===== src/rtl/ex_operand_stage.sv =====
// rtl/ex_operand_stage.sv - ID/EX register with MEM/WB forwarding, operand select and load-use detect
module ex_operand_stage #(
  parameter logic [3:0] BUBBLE_CTRL = 4'd3,
  parameter int         XLEN        = 32
) (
  input  logic            clk,
  input  logic            rst_n,
  input  logic            stall_e,
  input  logic            flush_e,
  input  logic            valid_d,
  input  logic [XLEN-1:0] pc_d,
  input  logic [4:0]      rs1_d,
  input  logic [4:0]      rs2_d,
  input  logic [4:0]      rd_d,
  input  logic [XLEN-1:0] reg1_d,
  input  logic [XLEN-1:0] reg2_d,
  input  logic [XLEN-1:0] imm_d,
  input  logic            src1_sel_d,
  input  logic [1:0]      src2_sel_d,
  input  logic [3:0]      alu_ctrl_d,
  input  logic            reg_write_d,
  input  logic            mem_read_d,
  input  logic            mem_write_d,
  input  logic [4:0]      rd_m,
  input  logic            reg_write_m,
  input  logic [XLEN-1:0] result_m,
  input  logic [4:0]      rd_w,
  input  logic            reg_write_w,
  input  logic [XLEN-1:0] result_w,
  output logic [XLEN-1:0] operand1,
  output logic [XLEN-1:0] operand2,
  output logic [3:0]      alu_ctrl_e,
  output logic [XLEN-1:0] store_data_e,
  output logic [4:0]      rd_e,
  output logic            reg_write_e,
  output logic            mem_read_e,
  output logic            mem_write_e,
  output logic            valid_e,
  output logic            load_use_stall
);

  logic [XLEN-1:0] pc_e;
  logic [4:0]      rs1_e;
  logic [4:0]      rs2_e;
  logic [XLEN-1:0] reg1_e;
  logic [XLEN-1:0] reg2_e;
  logic [XLEN-1:0] imm_e;
  logic            src1_sel_e;
  logic [1:0]      src2_sel_e;

  logic [XLEN-1:0] fwd1;
  logic [XLEN-1:0] fwd2;
  logic [XLEN-1:0] wt1;
  logic [XLEN-1:0] wt2;

  // Forward from MEM first, then WB, otherwise the stored register value; x0 never forwards
  always_comb begin
    fwd1 = reg1_e;
    if (reg_write_m && (rd_m != 5'd0) && (rd_m == rs1_e))
      fwd1 = result_m;
    else if (reg_write_w && (rd_w != 5'd0) && (rd_w == rs1_e))
      fwd1 = result_w;

    fwd2 = reg2_e;
    if (reg_write_m && (rd_m != 5'd0) && (rd_m == rs2_e))
      fwd2 = result_m;
    else if (reg_write_w && (rd_w != 5'd0) && (rd_w == rs2_e))
      fwd2 = result_w;
  end

  // WB write-through on capture: the register file read in ID does not yet see the WB write
  always_comb begin
    wt1 = reg1_d;
    if (reg_write_w && (rd_w != 5'd0) && (rd_w == rs1_d))
      wt1 = result_w;

    wt2 = reg2_d;
    if (reg_write_w && (rd_w != 5'd0) && (rd_w == rs2_d))
      wt2 = result_w;
  end

  // Pipeline register: flush beats stall beats load; a stall refreshes reg1/reg2 with forwarded data
  always_ff @(posedge clk or negedge rst_n) begin
    if (!rst_n) begin
      valid_e     <= 1'b0;
      pc_e        <= '0;
      rs1_e       <= '0;
      rs2_e       <= '0;
      rd_e        <= '0;
      reg1_e      <= '0;
      reg2_e      <= '0;
      imm_e       <= '0;
      src1_sel_e  <= 1'b0;
      src2_sel_e  <= 2'b00;
      alu_ctrl_e  <= BUBBLE_CTRL;
      reg_write_e <= 1'b0;
      mem_read_e  <= 1'b0;
      mem_write_e <= 1'b0;
    end else if (flush_e) begin
      valid_e     <= 1'b0;
      pc_e        <= '0;
      rs1_e       <= '0;
      rs2_e       <= '0;
      rd_e        <= '0;
      reg1_e      <= '0;
      reg2_e      <= '0;
      imm_e       <= '0;
      src1_sel_e  <= 1'b0;
      src2_sel_e  <= 2'b00;
      alu_ctrl_e  <= BUBBLE_CTRL;
      reg_write_e <= 1'b0;
      mem_read_e  <= 1'b0;
      mem_write_e <= 1'b0;
    end else if (stall_e) begin
      reg1_e <= fwd1;
      reg2_e <= fwd2;
    end else begin
      valid_e     <= valid_d;
      pc_e        <= pc_d;
      rs1_e       <= rs1_d;
      rs2_e       <= rs2_d;
      rd_e        <= rd_d;
      reg1_e      <= wt1;
      reg2_e      <= wt2;
      imm_e       <= imm_d;
      src1_sel_e  <= src1_sel_d;
      src2_sel_e  <= src2_sel_d;
      alu_ctrl_e  <= alu_ctrl_d;
      reg_write_e <= reg_write_d;
      mem_read_e  <= mem_read_d;
      mem_write_e <= mem_write_d;
    end
  end

  // Operand selection, zeroed while EX holds a bubble
  always_comb begin
    operand1     = '0;
    operand2     = '0;
    store_data_e = '0;
    if (valid_e) begin
      operand1 = src1_sel_e ? pc_e : fwd1;
      case (src2_sel_e)
        2'b00:   operand2 = fwd2;
        2'b10:   operand2 = XLEN'(4);
        default: operand2 = imm_e;
      endcase
      store_data_e = fwd2;
    end
  end

  // Load-use hazard: a load in EX whose destination is read by the instruction in ID
  always_comb begin
    load_use_stall = valid_e & mem_read_e & (rd_e != 5'd0) & valid_d &
                     ((rd_e == rs1_d) | (rd_e == rs2_d));
  end

endmodule

===== config.mk =====
export PLATFORM = sky130hd
export DESIGN_NAME = ex_operand_stage
export DESIGN_NICKNAME = d
export VERILOG_FILES = /design/src/rtl/ex_operand_stage.sv
export SDC_FILE = /design/constraint.sdc
export NUM_CORES = 1
export LEC_CHECK = 0
export CAP_MARGIN = 10
export CORE_MARGIN = 1.5
export CORE_UTILIZATION = 30
export DETAILED_ROUTE_END_ITERATION = 10
export GPL_TIMING_DRIVEN = 0
export PLACE_DENSITY = 0.62
export SYNTH_ARGS = -nofsm -noshare
export SYNTH_HDL_FRONTEND = slang
export SYNTH_SLANG_ARGS = --single-unit

===== constraint.sdc =====
create_clock -name clk -period 4.1 [get_ports clk]
set_clock_uncertainty 0.2 [all_clocks]
set_input_delay 1.025 -clock clk [delete_from_list [all_inputs] [get_ports clk]]
set_output_delay 1.025 -clock clk [all_outputs]
set_load 0.03 [all_outputs]

==> results of run 1 <==
## registers in the layout, summed over array words and instances (netlist names), 2 cells and up
| signal | flops |
|---|---|
| reg1_e | 32 |
| reg2_e | 32 |
| rs2_e | 5 |
| src2_sel_e | 2 |
| pc_e | 32 |
| imm_e | 32 |
| rd_e | 5 |
| rs1_e | 5 |
| alu_ctrl_e | 4 |
## placed cells by master (no fill, tap or decap), types with 5 or more instances in the layout
master,instances
mux2_2,31
nand4_1,5
clkinvlp_4,7
buf_1,9
xnor2_1,27
clkdlybuf4s50_1,232
buf_6,112
dfrtp_1,152
nor2_1,90
buf_4,53
o2bb2ai_1,30
xor2_1,8
xnor2_2,5
clkbuf_16,24
buf_2,9
buf_12,15
mux2i_2,25
clkbuf_8,5
nor3_2,19
o31ai_4,30
and2_4,30
diode_2,8
mux2i_1,127
a22o_1,30
or4b_1,5
clkbuf_1,47
nand2_1,133
or4b_4,25
buf_8,8
o211ai_1,32
nor3_1,16
o221ai_4,26
a31oi_4,32
inv_1,35
## per-layer routing
metal,up-vias,share of wire [%]
li1,4732,-
met1,5264,42
met2,433,48
met3,102,6.7
met4,6,3.9
met5,-,0.080
## per-stage QoR
stage	instance area (um^2)	hold WS (ps)	total power, mW
CTS	16600	332	4.52
global route	17600	343	4.79
finish	17600	326	4.63
detailed placement	14400	313	2.71
global placement	14400	303	2.69
floorplan	10400	284	2.17
## worst max path at each step
stage | startpoint | end | slack (ps) | depth (start not counted)
6_report | rd_m[4] | operand1[20] | -100 | 9
5_1_grt | rd_m[4] | operand1[20] | -140 | 9
4_1_cts | rd_m[1] | operand2[21] | -130 | 10
3_5_place_dp | reg_write_w | operand2[1] | -1470 | 8
3_3_place_gp | rst_n | alu_ctrl_e[3] | -5200 | 1
2_1_floorplan | rd_w[1] | operand2[2] | 10 | 8
## cells in the mapped netlist, types with 30 or more instances
| master | number | area (um^2) |
|---|---|---|
| mux2_2 | 31 | 349 |
| a31oi_2 | 30 | 375 |
| inv_1 | 35 | 131 |
| clkbuf_1 | 65 | 244 |
| o2bb2ai_1 | 30 | 263 |
| nand2_1 | 134 | 503 |
| o211ai_1 | 32 | 240 |
| and2_1 | 33 | 206 |
| nor3_1 | 35 | 175 |
| xnor2_1 | 32 | 280 |
| dfrtp_1 | 152 | 3800 |
| nor2_1 | 92 | 345 |
| mux2i_1 | 152 | 1520 |
| o31ai_1 | 32 | 240 |
| a22o_1 | 30 | 263 |
## power by group through the flow
stage | Combinational, mW | Sequential [mW] | Clock (mW)
2_1_floorplan | 0.479 | 1.69 | 0
3_3_place_gp | 1.00 | 1.69 | 0
3_5_place_dp | 1.02 | 1.69 | 0
4_1_cts | 1.18 | 1.67 | 1.66
5_1_grt | 1.38 | 1.69 | 1.72
6_report | 1.31 | 1.68 | 1.64
## timing repair
action	CTS	global route
buffers inserted	40	16
pin swaps	56	52
cloned	4	7
endpoints found under the setup margin	97	96
gates resized for setup	905	163
## worst max-delay path, stage by stage
cell and delay (ps):
buf_8 100, or4_4 570, o21ai_4 160, nor3_2 80, or3b_1 360, buf_6 150, buf_12 150, o221ai_4 200
buf_6 170
## kinds of logic (layout without fill, tap and decap cells)
group                     count (synthesis)  after routing  synth area share, %
other                                     0              8                    0
xor gates and xnor gates                 40             40                 3.36
and+or+nand+nor                         352            352                 16.7
AOI/OAI and AO/OA                       201            201                 18.8
DFF                                     154            154                 37.0
buffers and inverters                   140            575                 6.08
muxes                                   184            184                 18.1
## layout make-up
cell class	count	area share [%]
multi-input cells	777	42.0
repair buffers	403	24.0
flip-flops and latches	154	21.9
plain buffers	105	4.65
well taps	455	3.23
clock buffers	19	2.51
clock inverters	13	0.837
inverters	35	0.745
diodes	8	0.113
==> key figures, run 1 <==
Outcome
  • Status: finished with violations
  • Failing checks: setup timing

STA
  • Relative slew slack: 28.1%
  • Final count of pins violating max slew: 0
  • Min setup slack post-route: -102 ps
  • Slew at the pin with the worst max-slew slack: 1080 ps
  • Final Hold Fails: 0
  • Fin crit share: 102%
  • Minimum clock period: 4200 ps
  • Total negative setup slack: -4770 ps
  • RSZ-0062 raised after global routing: yes
  • Final setup viols: 84
  • Maximum clock rate: 238 MHz

Global route
  • Total GRT Usage: 25.5%
  • GRT overflow: 0
  • Met1 GRT Util: 32.3%
  • Global Route met3 Usage: 5.41%
  • Busiest grt layer: met2
  • First-pass GRT wire length: 67,800 um
  • Largest net degree at the start of global routing: 87
  • Initial antenna violation count: 11
  • Met2 GRT Util: 41.7%
  • Vias in the first global route: 10,900

Logic synthesis
  • Post-Synthesis Cells: 1,071
  • Syn_area_per_cell: 9.72 um^2
  • Primary FF master, synth: dfrtp_1
  • Mapped Area: 10,400 um^2
  • Async SR Flop Fraction: 100%
  • EDFF count, synth: 0
  • Synth warnings: 0
  • Post-synthesis sequential area ratio: 37.0%
  • Synth cell types: 53
  • #FFs+latches synth: 154
  • Syn nets: 1,305

Detailed routing
  • DRT Pass-1 Iters: 5
  • Final ANT Viol Nets: 0
  • Post-Route WL: 47,600 um
  • WL/cell: 24.2 um
  • DRC: 0
  • DR vias: 10,500
  • Initial DRC Count: 470
  • Vias/cell: 5.35

Floorplanning
  • Area of the core: 34,400 um^2
  • Die Wd: 189 um
  • Die area: 35,800 um^2
  • Die height: 189 um
  • Number of I/O pins: 344
  • Initial core utilization: 30.3%
  • Rows: 68

Power and ir drop
  • Proportion of power drawn by the clock network: 35.4%
  • NetSw: 1.47 mW
  • Sw frac: 31.7%
  • Pwr dens: 262 nW/um^2
  • Logic gate share of total power: 28.3%
  • LEAKAGE: 6.86 nW
  • Max IR drop VDD: 0.000273 V
  • Internal: 3.16 mW
  • Sequential power share: 36.3%

Worst setup path
  • Reg2Reg Launch Point: rs1_e[3]
  • Critical path class: primary input to primary output
  • Critical Path AT: 2980 ps
  • Reg2reg end: reg1_e[12]
  • Startpoint Class: primary input
  • Reg2reg setup slack: 1430 ps
  • Required @ worst endpoint: 2870 ps
  • CP Max Fanout: 10
  • R2r worst-path depth: 6
  • Crit. End Element: primary output

Min path
  • Hold crit path type: flop to flop
  • WHS Endpoint: imm_e[30]
  • Hold path cells: 2
  • HP Start: imm_e[30]

Clock network
  • Max Root-Sink Buffers: 2
  • H-tree levels: 4
  • Cts bufs inserted: 17
  • CTS tree: yes
  • Clock transition at path regs: 70 ps
  • Root buffer cell: clkbuf_16
  • Later-pin clock latency in the skew report: 440 ps
  • Hold_buf cts: 0
  • Clock Sinks: 154

Placement
  • Final HPWL DP: 34,100 um
  • GP Congestion: 0.878
  • Placed Cells: 1,864
  • I/O Buffers: 337
  • Placement Setup Slack: -1470 ps

Layout
  • Multi-input gate area: 7420 um^2
  • Non-filler instance count after layout: 1,969
  • Final Util: 51.3%
  • Synth-to-layout area growth: 69.4%
  • Fill count: 3,087
  • Flip-flop and latch area: 3860 um^2
  • Share of post-route cells with drive strength above 1: 32.9%
  • Nets: 1,727

Run
  • Max-Cap Viols: 0
(Power assumes the default switching activity.)
==> run 2, diff against run 1 <==
==> constraint.sdc (replaced) <==
create_clock -name clk -period 4.1 [get_ports clk]
set_clock_uncertainty 0.2 [all_clocks]
set_input_delay 0.82 -clock clk [delete_from_list [all_inputs] [get_ports clk]]
set_output_delay 0.82 -clock clk [all_outputs]
set_load 0.03 [all_outputs]
==> run 2 against run 1 <==
The run now ends clean. Total power shrank 5.1%. Fmax grew 2.7%. Register-to-register slack got worse by 20 ps. Cell count is 2.9% lower. Die area stayed put. Sequential power barely moved. Largest cell class unchanged. Critical path type unchanged.
==> key figures, run 2 (synthesis gave the netlist of run 1 again) <==
Placement
  • GP Congestion: 0.809 (was 0.878)
  • I/O Buffers: 337 (unchanged)
  • Final HPWL DP: 33,300 um (was 34,100 um)

Run
  • Max-Cap Viols: 0 (unchanged)

STA
  • Final Hold Fails: 0 (unchanged)
  • Final setup viols: 0 (was 84)
  • Relative slew slack: 30.6% (was 28.1%)
  • RSZ-0062 raised after global routing: yes (unchanged)
  • Minimum clock period: 4090 ps (was 4200 ps)
  • Maximum clock rate: 244 MHz (was 238 MHz)
  • Slew at the pin with the worst max-slew slack: 1040 ps (was 1080 ps)
  • Total negative setup slack: 0 ps (was -4770 ps)
  • Final count of pins violating max slew: 0 (unchanged)
  • Fin crit share: 99.8% (was 102%)

Layout
  • Share of post-route cells with drive strength above 1: 22.0% (was 32.9%)
  • Synth-to-layout area growth: 47.5% (was 69.4%)
  • Commonest non-fill, non-tap cell in the layout: clkdlybuf4s50_1 (unchanged)
  • Nets: 1,673 (was 1,727)
  • Final Util: 44.7% (was 51.3%)
  • Commonest non-fill, non-tap cells in the layout: clkdlybuf4s50_1, mux2i_1, dfrtp_1, nand2_1, nor2_1 (was clkdlybuf4s50_1, dfrtp_1, nand2_1, mux2i_1, buf_6)

Detailed routing
  • DRT Pass-1 Iters: 5 (unchanged)
  • Vias/cell: 5.29 (was 5.35)
  • DRC: 0 (unchanged)
  • Post-Route WL: 45,900 um (was 47,600 um)
  • DR vias: 10,100 (was 10,500)
  • Final ANT Viol Nets: 0 (unchanged)
  • WL/cell: 24.0 um (was 24.2 um)
  • Initial DRC Count: 503 (was 470)

Floorplanning
  • Rows: 68 (unchanged)
  • Initial core utilization: 30.3% (unchanged)
  • Die height: 189 um (unchanged)
  • Number of I/O pins: 344 (unchanged)
  • Die Wd: 189 um (unchanged)
  • Die area: 35,800 um^2 (unchanged)
  • Area of the core: 34,400 um^2 (unchanged)

Worst setup path
  • R2r worst-path depth: 7 (was 6)
  • CP Max Fanout: 7 (was 10)
  • Startpoint Class: primary input (unchanged)
  • Required @ worst endpoint: 3080 ps (was 2870 ps)
  • Critical Path AT: 3070 ps (was 2980 ps)
  • Crit. End Element: primary output (unchanged)
  • Critical path class: primary input to primary output (unchanged)

Global route
  • Initial antenna violation count: 5 (was 11)
  • GRT overflow: 0 (unchanged)
  • Busiest grt layer: met2 (unchanged)
  • Vias in the first global route: 10,500 (was 10,900)
  • Largest net degree at the start of global routing: 80 (was 87)
  • Met2 GRT Util: 41.2% (was 41.7%)
  • First-pass GRT wire length: 66,900 um (was 67,800 um)
  • Global Route met3 Usage: 5.12% (was 5.41%)
  • Met1 GRT Util: 33.0% (was 32.3%)
  • Total GRT Usage: 25.3% (was 25.5%)

Clock network
  • Root buffer cell: clkbuf_16 (unchanged)
  • Later-pin clock latency in the skew report: 440 ps (about the same)
  • Max Root-Sink Buffers: 2 (unchanged)
  • Clock transition at path regs: 60 ps (was 70 ps)
  • H-tree levels: 4 (unchanged)
  • CTS tree: yes (unchanged)
  • Clock Sinks: 154 (unchanged)
  • Cts bufs inserted: 17 (unchanged)

Power and ir drop
  • Pwr dens: 286 nW/um^2 (was 262 nW/um^2)
  • LEAKAGE: 6.13 nW (was 6.86 nW)
  • Max IR drop VDD: 0.000282 V (was 0.000273 V)

Min path
  • Hold crit path type: primary input to asynchronous set/reset pin (was flop to flop)

Outcome
  • Status: finished clean (was finished with violations)
==> run 2: changes by cell type in the layout (fill, tap and decap cells not counted), moves of 29 or more <==
cell	change
and2_1	+30
and2_4	-30
o31ai_4	-29
buf_2	+55
buf_6	-72
buf_4	-35
==> run 2: layer usage <==
layer / vias to the layer above / wire [um]
li1: 4618 / -
met1: 5066 / 20300
met2: 360 / 21700
met3: 61 / 2530
met4: 0 / 1300
met5: - / 0
==> run 2: final cells by class <==
class                           instances  area, um^2
Tap cell                              455         569
Clock inverter                         14         160
Antenna cell                            4        10.0
Sequential cell                       154        3860
Inverter                               35         131
Buffer                                105         602
Timing Repair Buffer                  349        3260
Clock buffer                           18         429
Multi-Input combinational cell        777        6350
Fill cell                            3359       19000
==> run 2: critical path, cell delays in order <==
cell	delay (ps)
dlygate4sd2_1	290
or4_4	560
o211ai_4	300
or2_1	170
buf_6	170
buf_4	180
a31oi_4	120
and2_1	180
clkdlybuf4s15_2	270
==> run 2: what timing repair did <==
action,CTS,global route
buffers inserted,6,3
pin swaps,11,2
gates resized for setup,560,121
hold buffers,0,0
cloned,0,1
endpoints found under the setup margin,96,88
==> run 2: path summary, 6_finish.rpt <==
check                          from               to  slack (ps)
max in group asynchronous     rst_n    alu_ctrl_e[1]        2660
max reg2reg                rs1_e[3]        reg1_e[9]        1410
min                           rst_n        imm_e[19]         140
max                         rd_m[2]  store_data_e[0]           8
min in group clk           pc_e[26]         pc_e[26]         320
min reg2reg                pc_e[26]         pc_e[26]         320
==> run 2: per-stage QoR <==
step                      setup WS (ps)  cell area [um^2]  std cells  hold slack (ps)  power (mW)
after detailed placement          -1170             14400       1864              313        2.71
after CTS                         -48.2             15000       1902              174        4.40
after global routing              -41.6             15400       1910              170        4.57
after global placement            -5190             14400       1863              304        2.69
final                              8.04             15400       1911              138        4.40
after floorplan                     225             10400       1071              284        2.17
==> run 2: power breakdown <==
group          internal (mW)  switching (mW)  total, mW
combinational          0.483           0.586       1.07
clock                  0.912           0.750       1.66
sequential              1.61          0.0528       1.66
